<file path="src/rtl/tx_arbiter_pkg.sv">
// Shared definitions for tx_arbiter: flit geometry defaults (overridable from the
// command line), stats counter width, hold-state encoding and pointer sizing.
`ifndef PAYLOAD_SIZE
`define PAYLOAD_SIZE 8
`endif
`ifndef ADDR_SZ
`define ADDR_SZ 4
`endif

package tx_arbiter_pkg;

   localparam int STATS_W = 16;

   typedef enum logic {
      HOLD_EMPTY = 1'b0,
      HOLD_FULL  = 1'b1
   } hold_state_e;

   // Index width for n requesters, never narrower than one bit.
   function automatic int clog2(input int n);
      int w;
      w = 0;
      while ((32'sd1 <<< w) < n) begin
         w = w + 1;
      end
      return (w == 0) ? 1 : w;
   endfunction

endpackage

</file>
<file path="src/rtl/tx_arbiter_rr_picker.sv">
// Combinational round-robin picker: first set request strictly after rr_ptr_i,
// wrapping modulo NREQ. Returns both a one-hot grant and its binary index.
module rr_picker
   import tx_arbiter_pkg::*;
#(
   parameter int NREQ  = 4,
   parameter int PTR_W = clog2(NREQ)
) (
   input  logic [NREQ-1:0]  req_i,
   input  logic [PTR_W-1:0] rr_ptr_i,
   output logic [NREQ-1:0]  grant_o,
   output logic [PTR_W-1:0] idx_o
);

   logic [PTR_W-1:0] cand_s;
   logic             hit_s;
   logic             found_s;

   // Visit rr_ptr+1 .. rr_ptr+NREQ; the last candidate is the previous winner itself.
   always_comb begin
      grant_o = '0;
      idx_o   = '0;
      found_s = 1'b0;
      cand_s  = '0;
      hit_s   = 1'b0;
      for (int k = 1; k <= NREQ; k++) begin
         cand_s          = PTR_W'((int'(rr_ptr_i) + k) % NREQ);
         hit_s           = ~found_s & req_i[cand_s];
         grant_o[cand_s] = grant_o[cand_s] | hit_s;
         idx_o           = hit_s ? cand_s : idx_o;
         found_s         = found_s | hit_s;
      end
   end

endmodule

</file>
<file path="src/rtl/tx_arbiter.sv">
// Round-robin arbiter feeding one serial tx port through a one-entry hold register.
// Optional per-requester grant counters are built when TX_ARB_STATS_EN is defined.
module tx_arbiter
   import tx_arbiter_pkg::*;
#(
   parameter int    NREQ     = 4,
   parameter int    routerid = -1,
   parameter string port     = "unknown",
   localparam int   FLIT_W   = `PAYLOAD_SIZE + `ADDR_SZ
) (
   input  logic                   clk_i,
   input  logic                   reset_i,
   input  logic [NREQ-1:0]        req_i,
   input  logic [NREQ*FLIT_W-1:0] req_data_i,
   output logic [NREQ-1:0]        ack_o,
   output logic                   tx_req_o,
   output logic [FLIT_W-1:0]      tx_data_o,
   input  logic                   tx_busy_i
`ifdef TX_ARB_STATS_EN
   ,
   output logic [NREQ*STATS_W-1:0] grant_cnt_o
`endif
);

   localparam int PTR_W = clog2(NREQ);

   if (NREQ < 2 || routerid < -1 || port == "") begin : g_bad_cfg
      $error("tx_arbiter: invalid configuration");
   end

   hold_state_e       state_q, state_d;
   logic [FLIT_W-1:0] data_q, data_d;
   logic [PTR_W-1:0]  rr_ptr_q, rr_ptr_d;
   logic [NREQ-1:0]   grant_s;
   logic [PTR_W-1:0]  idx_s;
   logic              transfer_s;
   logic              capture_s;

   rr_picker #(
      .NREQ  (NREQ),
      .PTR_W (PTR_W)
   ) u_picker (
      .req_i    (req_i),
      .rr_ptr_i (rr_ptr_q),
      .grant_o  (grant_s),
      .idx_o    (idx_s)
   );

   // A transfer is exactly tx's own accept condition; capture refills on the same edge.
   always_comb begin
      transfer_s = (state_q == HOLD_FULL) & ~tx_busy_i;
      capture_s  = ~reset_i & (|req_i) & ((state_q == HOLD_EMPTY) | transfer_s);
      ack_o      = capture_s ? grant_s : '0;
      tx_req_o   = (state_q == HOLD_FULL);
      tx_data_o  = data_q;
   end

   // Hold-register next state, data and round-robin pointer.
   always_comb begin
      state_d  = state_q;
      data_d   = data_q;
      rr_ptr_d = rr_ptr_q;
      case (state_q)
         HOLD_EMPTY: begin
            if (capture_s) state_d = HOLD_FULL;
            else           state_d = HOLD_EMPTY;
         end
         HOLD_FULL: begin
            if (transfer_s && !capture_s) state_d = HOLD_EMPTY;
            else                          state_d = HOLD_FULL;
         end
         default: state_d = HOLD_EMPTY;
      endcase
      if (capture_s) begin
         data_d   = req_data_i[idx_s*FLIT_W +: FLIT_W];
         rr_ptr_d = idx_s;
      end else begin
         data_d   = data_q;
         rr_ptr_d = rr_ptr_q;
      end
   end

   // Pointer resets to the last slot so requester 0 is favoured first.
   always_ff @(posedge clk_i) begin
      if (reset_i) begin
         state_q  <= HOLD_EMPTY;
         data_q   <= '0;
         rr_ptr_q <= PTR_W'(NREQ - 1);
      end else begin
         state_q  <= state_d;
         data_q   <= data_d;
         rr_ptr_q <= rr_ptr_d;
      end
   end

`ifdef TX_ARB_STATS_EN
   logic [NREQ*STATS_W-1:0] cnt_q, cnt_d;

   // Saturating grant counters, one per requester.
   always_comb begin
      cnt_d = cnt_q;
      for (int i = 0; i < NREQ; i++) begin
         if (ack_o[i] && (cnt_q[i*STATS_W +: STATS_W] != {STATS_W{1'b1}})) begin
            cnt_d[i*STATS_W +: STATS_W] = cnt_q[i*STATS_W +: STATS_W] + STATS_W'(1);
         end else begin
            cnt_d[i*STATS_W +: STATS_W] = cnt_q[i*STATS_W +: STATS_W];
         end
      end
   end

   // Counter register.
   always_ff @(posedge clk_i) begin
      if (reset_i) begin
         cnt_q <= '0;
      end else begin
         cnt_q <= cnt_d;
      end
   end

   assign grant_cnt_o = cnt_q;
`endif

endmodule

</file>
<file path="config.mk">
export PLATFORM = sky130hd
export DESIGN_NAME = tx_arbiter
export DESIGN_NICKNAME = d
export VERILOG_FILES = /design/src/rtl/tx_arbiter_pkg.sv /design/src/rtl/tx_arbiter_rr_picker.sv /design/src/rtl/tx_arbiter.sv
export SDC_FILE = /design/constraint.sdc
export NUM_CORES = 1
export LEC_CHECK = 0
export ABC_CLOCK_PERIOD_IN_PS = 3500
export BUFFER_PORTS_ARGS = -buffer_cell sky130_fd_sc_hd__buf_2
export CORE_MARGIN = 4
export CORE_UTILIZATION = 30
export DETAILED_ROUTE_END_ITERATION = 7
export PLACE_DENSITY = 0.67
export SLEW_MARGIN = 20
export SYNTH_ARGS = -nofsm -noshare
export SYNTH_HDL_FRONTEND = slang
export SYNTH_SLANG_ARGS = --single-unit
</file>
<file path="constraint.sdc">
create_clock -name clk_i -period 3.5 [get_ports clk_i]
set_input_delay 0.35 -clock clk_i [delete_from_list [all_inputs] [get_ports clk_i]]
set_output_delay 0.35 -clock clk_i [all_outputs]
set_load 0.005 [all_outputs]
</file>
==> flow_summary.yaml, run 1 <==
sta:
  setup_violations: 0
  fin_ws_ns: 0.249
  tightest_slew_ns: 0.754
  hold_violations: 0
  tns_ns: 0
  whs_ns: 0.299
  rsz0062_at_grt: "no"
  fmax_mhz: 308
  relSlewSlack: 0.496
  slew_violations: 0
  fin_crit_ns: 3.25
  period_share: 0.929
  finClkSkew_ns: 0.00453
synth:
  synth-xor-area-share: 0
  synth-edff-count: 0
  synth_flop_cell: "dfxtp_1"
  synthCells: 179
  synth_top_family_by_area: "compound AO/OA/AOI/OAI gates"
  async_reset_ff_frac: 0
  synth_simple_gate_area_frac: 0.202
  synth_seq_area_share: 0.191
  synth-compound-area-share: 0.255
  muxShareOfSynthArea: 0.246
  synth_nets: 238
  yosys_warnings: 0
  ys_ff_latch: 15
  syn_area_um2: 1570
  synthDistinctLibCells: 51
  synth_area_per_cell_um2: 8.78
  synth_adder_area_share: 0.0318
finish:
  antenna_cells: 0
  stdcell_count: 319
  finish.net_count: 309
  seq_area_um2: 302
  drive_gt1_frac: 0.406
  multi_input_area_um2: 1150
  nFillCells: 524
  syn2layout_area_growth_pct: 31.0
floorplan:
  rows: 26
  core-area_um2: 5110
  dieWidth_um: 80.4
  start_util: 0.308
  dieArea_um2: 6460
  fp.dieH_um: 80.4
  ioPinCount: 72
job:
  drv_cap: 0
min_path:
  hp-class: "primary input to flop"
critical_path:
  end_kind: "output port"
  crit_arrival_ns: 2.90
  path_class: "flop to output port"
  critPathMaxFanout: 10
  reg2reg_slack_ns: 0.88
  required_ns: 3.15
  worst_setup_path_start_kind: "flop"
global_route:
  grt_pass1_vias: 1532
  gr-usage-all-layers: 0.126
  grt_max_degree: 26
  antenna_found_initial: 0
  grt_overflow_total: 0
  grt_pass1_wl_um: 6700
cts:
  clkTransAtPathRegs_ns: 0.06
  htree_levels: 1
  cts_buffers: 3
  cts_root_buffer: "clkbuf_8"
  ctsLongestPathBuffers: 2
  clkSinkCount: 15
  cts_tree: "yes"
  clock_latency_ns: 0.24
place:
  portBuffers: 71
  dpl.hpwl_um: 3180
  placed_cells: 312
  pre_cts_slack_ns: 0.335
  gp_congestion: 0.839
detailed_routing:
  drt_iter0_drc: 51
  vias: 1631
  drt-pass1-iter-count: 4
  antenna_left: 0
  drc: 0
  wl_um: 4050
  routedWlPerCell_um: 12.7
  viasPerCell: 5.11
power_and_ir_drop:
  power_density_nw_per_um2: 527
  p_leak_uw: 0.000955
  ir_drop_mv: 0.195
outcome:
  run_status: "completed"
-- cells in the mapped netlist, types with 2 or more instances --
| library cell | count | area (um2) |
|---|---|---|
| mux2i_1 | 27 | 270 |
| nand2_1 | 18 | 67.6 |
| dfxtp_1 | 15 | 300 |
| clkbuf_1 | 13 | 48.8 |
| o221ai_1 | 12 | 105 |
| nor2_1 | 9 | 33.8 |
| a21oi_1 | 8 | 40.0 |
| a311oi_1 | 4 | 35.0 |
| ha_1 | 4 | 50.1 |
| a211oi_1 | 3 | 22.5 |
| a22oi_1 | 3 | 22.5 |
| inv_1 | 3 | 11.3 |
| mux4_2 | 3 | 67.6 |
| nand2b_1 | 3 | 18.8 |
| nor3_1 | 3 | 15.0 |
| nor3b_1 | 3 | 22.5 |
| o211ai_1 | 3 | 22.5 |
| o21ai_0 | 3 | 15.0 |
| a221oi_1 | 2 | 17.5 |
| a22o_1 | 2 | 17.5 |
| a31oi_1 | 2 | 12.5 |
| and3_1 | 2 | 12.5 |
| buf_2 | 2 | 10.0 |
| mux2_2 | 2 | 22.5 |
| nand3_1 | 2 | 10.0 |
| nand3b_1 | 2 | 15.0 |
| nor2b_1 | 2 | 12.5 |
-- area by class of cell --
type | instances | area share
inverters | 3 | 0.00729
clock buffers | 3 | 0.0201
clock inverters | 1 | 0.00243
multi-input cells | 143 | 0.561
well taps | 70 | 0.0426
flip-flops and latches | 15 | 0.147
repair buffers | 84 | 0.220
-- worst max-delay path, cell delays in order, from the launching register on --
cell and delay (ns):
dfxtp_2 0.45, clkinvlp_4 0.17, ha_1 0.32, mux4_2 0.38, mux2_2 0.33, a22oi_1 0.11
a221oi_1 0.30, a21boi_1 0.16, a311oi_1 0.27, buf_2 0.15
-- worst paths after layout --
| check | start | to | cells past startpoint |
|---|---|---|---|
| setup reg to reg | rr_ptr_q[1]$_SDFFE_PP1P_ | tx_data_o[8]$_SDFFE_PP0P_ | 8 |
| hold / removal | reset_i | tx_req_o$_SDFF_PP0_ | 2 |
| hold reg to reg | tx_data_o[5]$_SDFFE_PP0P_ | tx_data_o[5]$_SDFFE_PP0P_ | 2 |
| setup / recovery | rr_ptr_q[1]$_SDFFE_PP1P_ | ack_o[0] | 9 |
-- report_power, final --
part           total (uW)  switching [uW]  internal (uW)  leakage, uW
Combinational         685             352            333     0.000805
Sequential            262            37.0            225     0.000125
Clock                 139            60.3           78.7    0.0000255
Total                1090             449            637     0.000955
-- placed cells by master, fill, tap and decap left out, types with 2 or more instances in the layout --
master	count
nand3b_1	2
a221oi_1	2
nor3_1	3
a22oi_1	3
mux4_2	3
o221ai_1	12
o211ai_1	3
nor3b_1	3
a31oi_1	2
nor2_1	9
mux2_2	2
a21oi_1	8
a211oi_1	3
o21ai_0	3
nand2b_1	3
mux2i_1	27
ha_1	4
clkbuf_8	3
buf_4	13
inv_1	2
a311oi_1	4
nor2b_1	2
buf_2	71
nand2_1	18
and3_1	2
a22o_1	2
dfxtp_1	14
nand3_1	2
-- cell families after synthesis --
family | after synthesis
mux | 33
simple gates | 57
compound gates | 49
buf+inv | 21
flops | 15
fa+ha+maj | 4
-- stage by stage --
step	utilization	cell area, um2	total power (uW)
6_report	0.403	2060	1090
5_1_grt	0.403	2060	1180
4_1_cts	0.398	2030	1080
3_5_place_dp	0.389	1980	934
3_3_place_gp	0.389	1980	929
2_1_floorplan	-	1570	776
-- registers in the layout, indices dropped and copies added (netlist names) --
register and flops:
tx_req_o 1, tx_data_o 12, rr_ptr_q 2
-- layer usage --
metal,up-vias,track usage,share of wire
met5,-,0,0
met4,0,0.0389,0.013
met3,4,0.0202,0.069
met2,62,0.217,0.47
met1,725,0.159,0.45
li1,840,-,-
-- timing repair --
item                                    in CTS  in global routing
setup buffers                                0                  3
endpoints found under the setup margin       0                  4
gates resized for setup                      0                  2
hold buffers                                 0                  0
(Power assumes the default switching activity.)
==> inputs of run 2 (changes only) <==
CTS_CLUSTER_DIAMETER = 200   (was not set)
HOLD_SLACK_MARGIN = 0.15   (was not set)
PLACE_DENSITY = 0.66   (was 0.67)
SYNTH_HIERARCHICAL = 1   (was not set)
==> flow_summary.yaml, run 2 <==
outcome:
  run_status: "completed"
place:
  gp_congestion: 0.862
  portBuffers: 71
  pre_cts_slack_ns: 0.191
  dpl.hpwl_um: 3960
finish:
  multi_input_area_um2: 1340
  fin_util: 0.432
  largest_reg_flops: 12
  nFillCells: 538
  seq_area_um2: 305
  final_common_cell: "buf_2"
  antenna_cells: 0
  syn2layout_area_growth_pct: 39.9
  layout_common_cells: "buf_2 (71), a21oi_1 (18), buf_4 (17)"
  drive_gt1_frac: 0.522
  finish.net_count: 328
sta:
  setup_violations: 0
  slew_violations: 0
  whs_ns: 0.472
  hold_violations: 0
  tns_ns: 0
  fmax_mhz: 294
  period_share: 0.971
  fin_crit_ns: 3.40
  rsz0062_at_grt: "yes"
  fin_ws_ns: 0.102
  tightest_slew_ns: 0.545
  finClkSkew_ns: 0.00270
  relSlewSlack: 0.637
critical_path:
  reg2reg_slack_ns: 0.40
  crit_arrival_ns: 3.05
  r2r-end: "tx_data_o[2]$_SDFFE_PP0P_"
  crit_chain: "buf_12 > mux4_2 > buf_6 > mux2i_4 > o2111ai_4 > o211a_1 > a211o_1 > a221oi_4 > a21oi_1 > and2_1 > buf_2"
  cp_slowest_cell: "mux4_2"
  path_buf_inv: 3
  cpLargestDelayFamily: "compound AO/OA/AOI/OAI gates"
  timing.rr.start: "rr_ptr_q[0]$_SDFFE_PP1P_"
  critPathMaxFanout: 7
  path_class: "flop to output port"
  worst_setup_path_start_kind: "flop"
  r2r_cells: 9
  required_ns: 3.15
  end_kind: "output port"
  slowest_delay_ns: 0.56
global_route:
  grt_pass1_wl_um: 8860
  gr-usage-all-layers: 0.148
  grt_max_degree: 17
  grt_overflow_total: 0
  antenna_found_initial: 0
  grt_pass1_vias: 1842
detailed_routing:
  drt-pass1-iter-count: 5
  vias: 1912
  antenna_left: 0
  viasPerCell: 5.62
  wl_um: 5320
  drt_iter0_drc: 115
  drc: 0
  routedWlPerCell_um: 15.7
cts:
  ctsLongestPathBuffers: 2
  cts_root_buffer: "clkbuf_8"
  htree_levels: 1
  clkTransAtPathRegs_ns: 0.06
  cts_buffers: 3
  clkSinkCount: 15
  cts_tree: "yes"
  clock_latency_ns: 0.25
  hold_buffers: 0
synth:
  synth_seq_area_share: 0.177
  synth_flop_cell: "dfxtp_1"
  ys_ff_latch: 15
  synthDistinctLibCells: 54
  synth.most_common_cell: "a21oi_1"
  yosysTopAreaCellShare: 0.212
  synth.largest_area_cell: "mux4_2"
  synthTopCellsByArea: "mux4_2 (21%), dfxtp_1 (18%), a21oi_1 (5.9%), o21ai_0 (5.0%), nand3_1 (4.4%)"
  synthTopCellsByCount: "a21oi_1 (20), o21ai_0 (17), mux4_2 (16), dfxtp_1 (15), nand3_1 (15)"
  syn_area_um2: 1700
  synth_nets: 247
  synth-edff-count: 0
  yosys_warnings: 6
  synth_area_per_cell_um2: 9.04
  synthCells: 188
  async_reset_ff_frac: 0
power_and_ir_drop:
  p_leak_uw: 0.00104
  ir_drop_mv: 0.191
  p_total_uw: 1370
  power_density_nw_per_um2: 576
min_path:
  worstHoldStart: "reset_i"
  whs_path_depth: 2
  hp-class: "primary input to flop"
  hold_end: "tx_data_o[4]$_SDFFE_PP0P_"
floorplan:
  fp.dieH_um: 83.3
  dieWidth_um: 83.3
  core-area_um2: 5510
  ioPinCount: 72
  dieArea_um2: 6930
  rows: 27
  start_util: 0.309
job:
  drv_cap: 0
run 2: per-layer routing:
metal / global-route usage / up-vias / wire (um)
li1: - / 910 / -
met1: 0.205 / 920 / 2270
met2: 0.243 / 73 / 2670
met3: 0.0218 / 9 / 307
met4: 0.0342 / 0 / 74
met5: 0 / - / 0
run 2: logic make-up after synthesis:
| kind of cell | share of synthesized area |
|---|---|
| AO/OA/AOI/OAI | 0.274 |
| multiplexers | 0.246 |
| buffers and inverters | 0.0913 |
| AND/OR/NAND/NOR | 0.183 |
| adder cells (fa/ha/maj) | 0.0295 |
| flip-flops | 0.177 |
run 2: area by class of cell:
type,instances,area share
repair buffers,93,0.238
multi-input cells,147,0.562
flip-flops and latches,15,0.128
inverters,9,0.0153
well taps,72,0.0379
clock buffers,4,0.0189
run 2: how the worst max path moves through the flow:
stage,from,to,depth (start not counted)
after CTS,rr_ptr_q[0]$_SDFFE_PP1P_,ack_o[0],11
after detailed placement,rr_ptr_q[0]$_SDFFE_PP1P_,ack_o[0],11
after floorplan,rr_ptr_q[0]$_SDFFE_PP1P_,tx_data_o[11]$_SDFFE_PP0P_,15
after global placement,rr_ptr_q[0]$_SDFFE_PP1P_,ack_o[1],11
final,rr_ptr_q[0]$_SDFFE_PP1P_,ack_o[1],11
after global routing,rr_ptr_q[0]$_SDFFE_PP1P_,ack_o[1],12
run 2: worst reg2reg max path, stage by stage, from the launching register on:
cell	delay, ns
dfxtp_4	0.40
buf_12	0.13
mux4_2	0.58
buf_4	0.18
or3b_4	0.43
a32oi_1	0.19
a21o_1	0.46
mux4_2	0.41
nand3_1	0.12
a21oi_1	0.08
run 2: timing repair:
item	4_1_cts	5_1_grt
cloned	0	1
setup buffers	1	9
pin swaps	1	8
resized for setup	6	19
setup endpoints to repair	4	7
run 2: through the flow:
step | area (um2) | cells
floorplan | 1720 | 188
finish | 2380 | 340
detailed placement | 2120 | 325
CTS | 2210 | 330
global placement | 2120 | 325
global route | 2380 | 340
run 2: power by group:
part	total (uW)	switching (uW)	internal (uW)	leakage [uW]
Sequential	238	25.7	212	0.000125
Combinational	993	481	512	0.000894
Clock	138	57.0	80.6	0.0000228
Total	1370	563	805	0.00104
==> inputs of run 3 (changes only) <==
BUFFER_PORTS_ARGS = -buffer_cell sky130_fd_sc_hd__clkbuf_2   (was -buffer_cell sky130_fd_sc_hd__buf_2)
==> flow_summary.yaml, run 3 (same netlist as run 2, synthesis figures left out) <==
finish:
  design_area_um2: 2300
  drive_gt1_frac: 0.515
  antenna_cells: 0
  finish.net_count: 324
  fin_util: 0.417
  final_common_cell: "clkbuf_2"
  seq_area_um2: 305
  nFillCells: 550
  multi_input_area_um2: 1320
  layout_common_cells: "clkbuf_2 (71), a21oi_1 (17), mux4_2 (16), o21ai_0 (16), buf_4 (16)"
  largest_reg_flops: 12
  syn2layout_area_growth_pct: 35.3
floorplan:
  core-area_um2: 5510
  dieWidth_um: 83.3
  start_util: 0.309
  ioPinCount: 72
  fp.dieH_um: 83.3
  dieArea_um2: 6930
  rows: 27
detailed_routing:
  wl_met1_um: 2250
  drt_iter0_drc: 127
  vias: 1862
  antenna_left: 0
  wl_met2_um: 2590
  dr.max_layer_used: "met4"
  wl_um: 5140
  drt-pass1-iter-count: 4
  wl_met3_um: 210
  routedWlPerCell_um: 15.3
  viasPerCell: 5.54
  drc: 0
sta:
  setup_violations: 0
  finClkSkew_ns: 0.00401
  period_share: 0.994
  tns_ns: 0
  fin_crit_ns: 3.48
  rsz0062_at_grt: "yes"
  relSlewSlack: 0.634
  slew_violations: 0
  fmax_mhz: 287
  hold_violations: 0
  tightest_slew_ns: 0.543
min_path:
  hp-class: "flop to flop"
critical_path:
  worst_setup_path_start_kind: "flop"
  path_class: "flop to output port"
  crit_arrival_ns: 3.13
  critPathMaxFanout: 5
  end_kind: "output port"
  required_ns: 3.15
cts:
  cts_root_buffer: "clkbuf_8"
  clkTransAtPathRegs_ns: 0.06
  htree_levels: 1
  clock_latency_ns: 0.24
  clkSinkCount: 15
  cts_buffers: 3
  hold_buffers: 0
  ctsLongestPathBuffers: 2
  cts_tree: "yes"
global_route:
  grt_pass1_vias: 1859
  grt_pass1_wl_um: 8600
  grt_overflow_total: 0
  gr-usage-all-layers: 0.143
  grt_max_degree: 17
  antenna_found_initial: 0
power_and_ir_drop:
  power_density_nw_per_um2: 578
  p_total_uw: 1330
  ir_drop_mv: 0.170
  p_leak_uw: 0.00100
place:
  dpl.hpwl_um: 3970
  gp_congestion: 0.897
  placed_cell_area_um2: 2120
  portBuffers: 71
outcome:
  run_status: "completed"
job:
  drv_cap: 0
-- run 3: layer usage --
metal	up-vias	track usage
met5	-	0
met4	0	0.0357
met3	10	0.0119
met2	55	0.251
met1	898	0.187
li1	899	-
-- run 3: power breakdown --
part           internal (uW)  total [uW]  switching [uW]
clock                   80.5         138            57.5
combinational            487         956             470
sequential               212         234            21.6
total                    779        1330             549
-- run 3: cell type report --
cell class | instances | share of cell area
timing repair buffer | 89 | 0.217
inverter | 9 | 0.0174
sequential | 15 | 0.133
tap | 72 | 0.0392
clock buffer | 4 | 0.0196
multi-input combinational | 147 | 0.574
-- run 3: worst paths after layout --
check / from / to / slack, ns / depth (start not counted)
setup / recovery: rr_ptr_q[1]$_SDFFE_PP1P_ / ack_o[0] / 0.02 / 12
hold / removal: tx_data_o[9]$_SDFFE_PP0P_ / tx_data_o[9]$_SDFFE_PP0P_ / 0.48 / 2
setup reg to reg: rr_ptr_q[1]$_SDFFE_PP1P_ / tx_data_o[9]$_SDFFE_PP0P_ / 0.44 / 10
hold reg to reg: tx_data_o[9]$_SDFFE_PP0P_ / tx_data_o[9]$_SDFFE_PP0P_ / 0.48 / 2
-- run 3: worst max-delay path, cell delays in order (launching register included) --
cell,delay (ns)
dfxtp_2,0.35
clkinvlp_4,0.12
ha_4,0.30
mux4_2,0.33
buf_6,0.16
mux2_4,0.31
a22o_1,0.26
a221oi_2,0.24
a21oi_2,0.07
a221oi_4,0.37
a21oi_1,0.10
and2_1,0.15
clkbuf_2,0.11
-- run 3: timing repair --
item                                    in CTS  in global routing
gates resized for setup                      9                  8
pin swaps                                    4                  7
endpoints found under the setup margin       4                  4
setup buffers                                3                  3
-- run 3: through the flow --
stage          worst slack [ns]  hold slack (ns)  cells
2_1_floorplan            0.0155            0.470    188
6_report                 0.0196            0.477    336
3_5_place_dp              0.197            0.467    326
3_3_place_gp              0.233            0.464    326
4_1_cts                  0.0126            0.475    333
5_1_grt                  -0.125            0.518    336
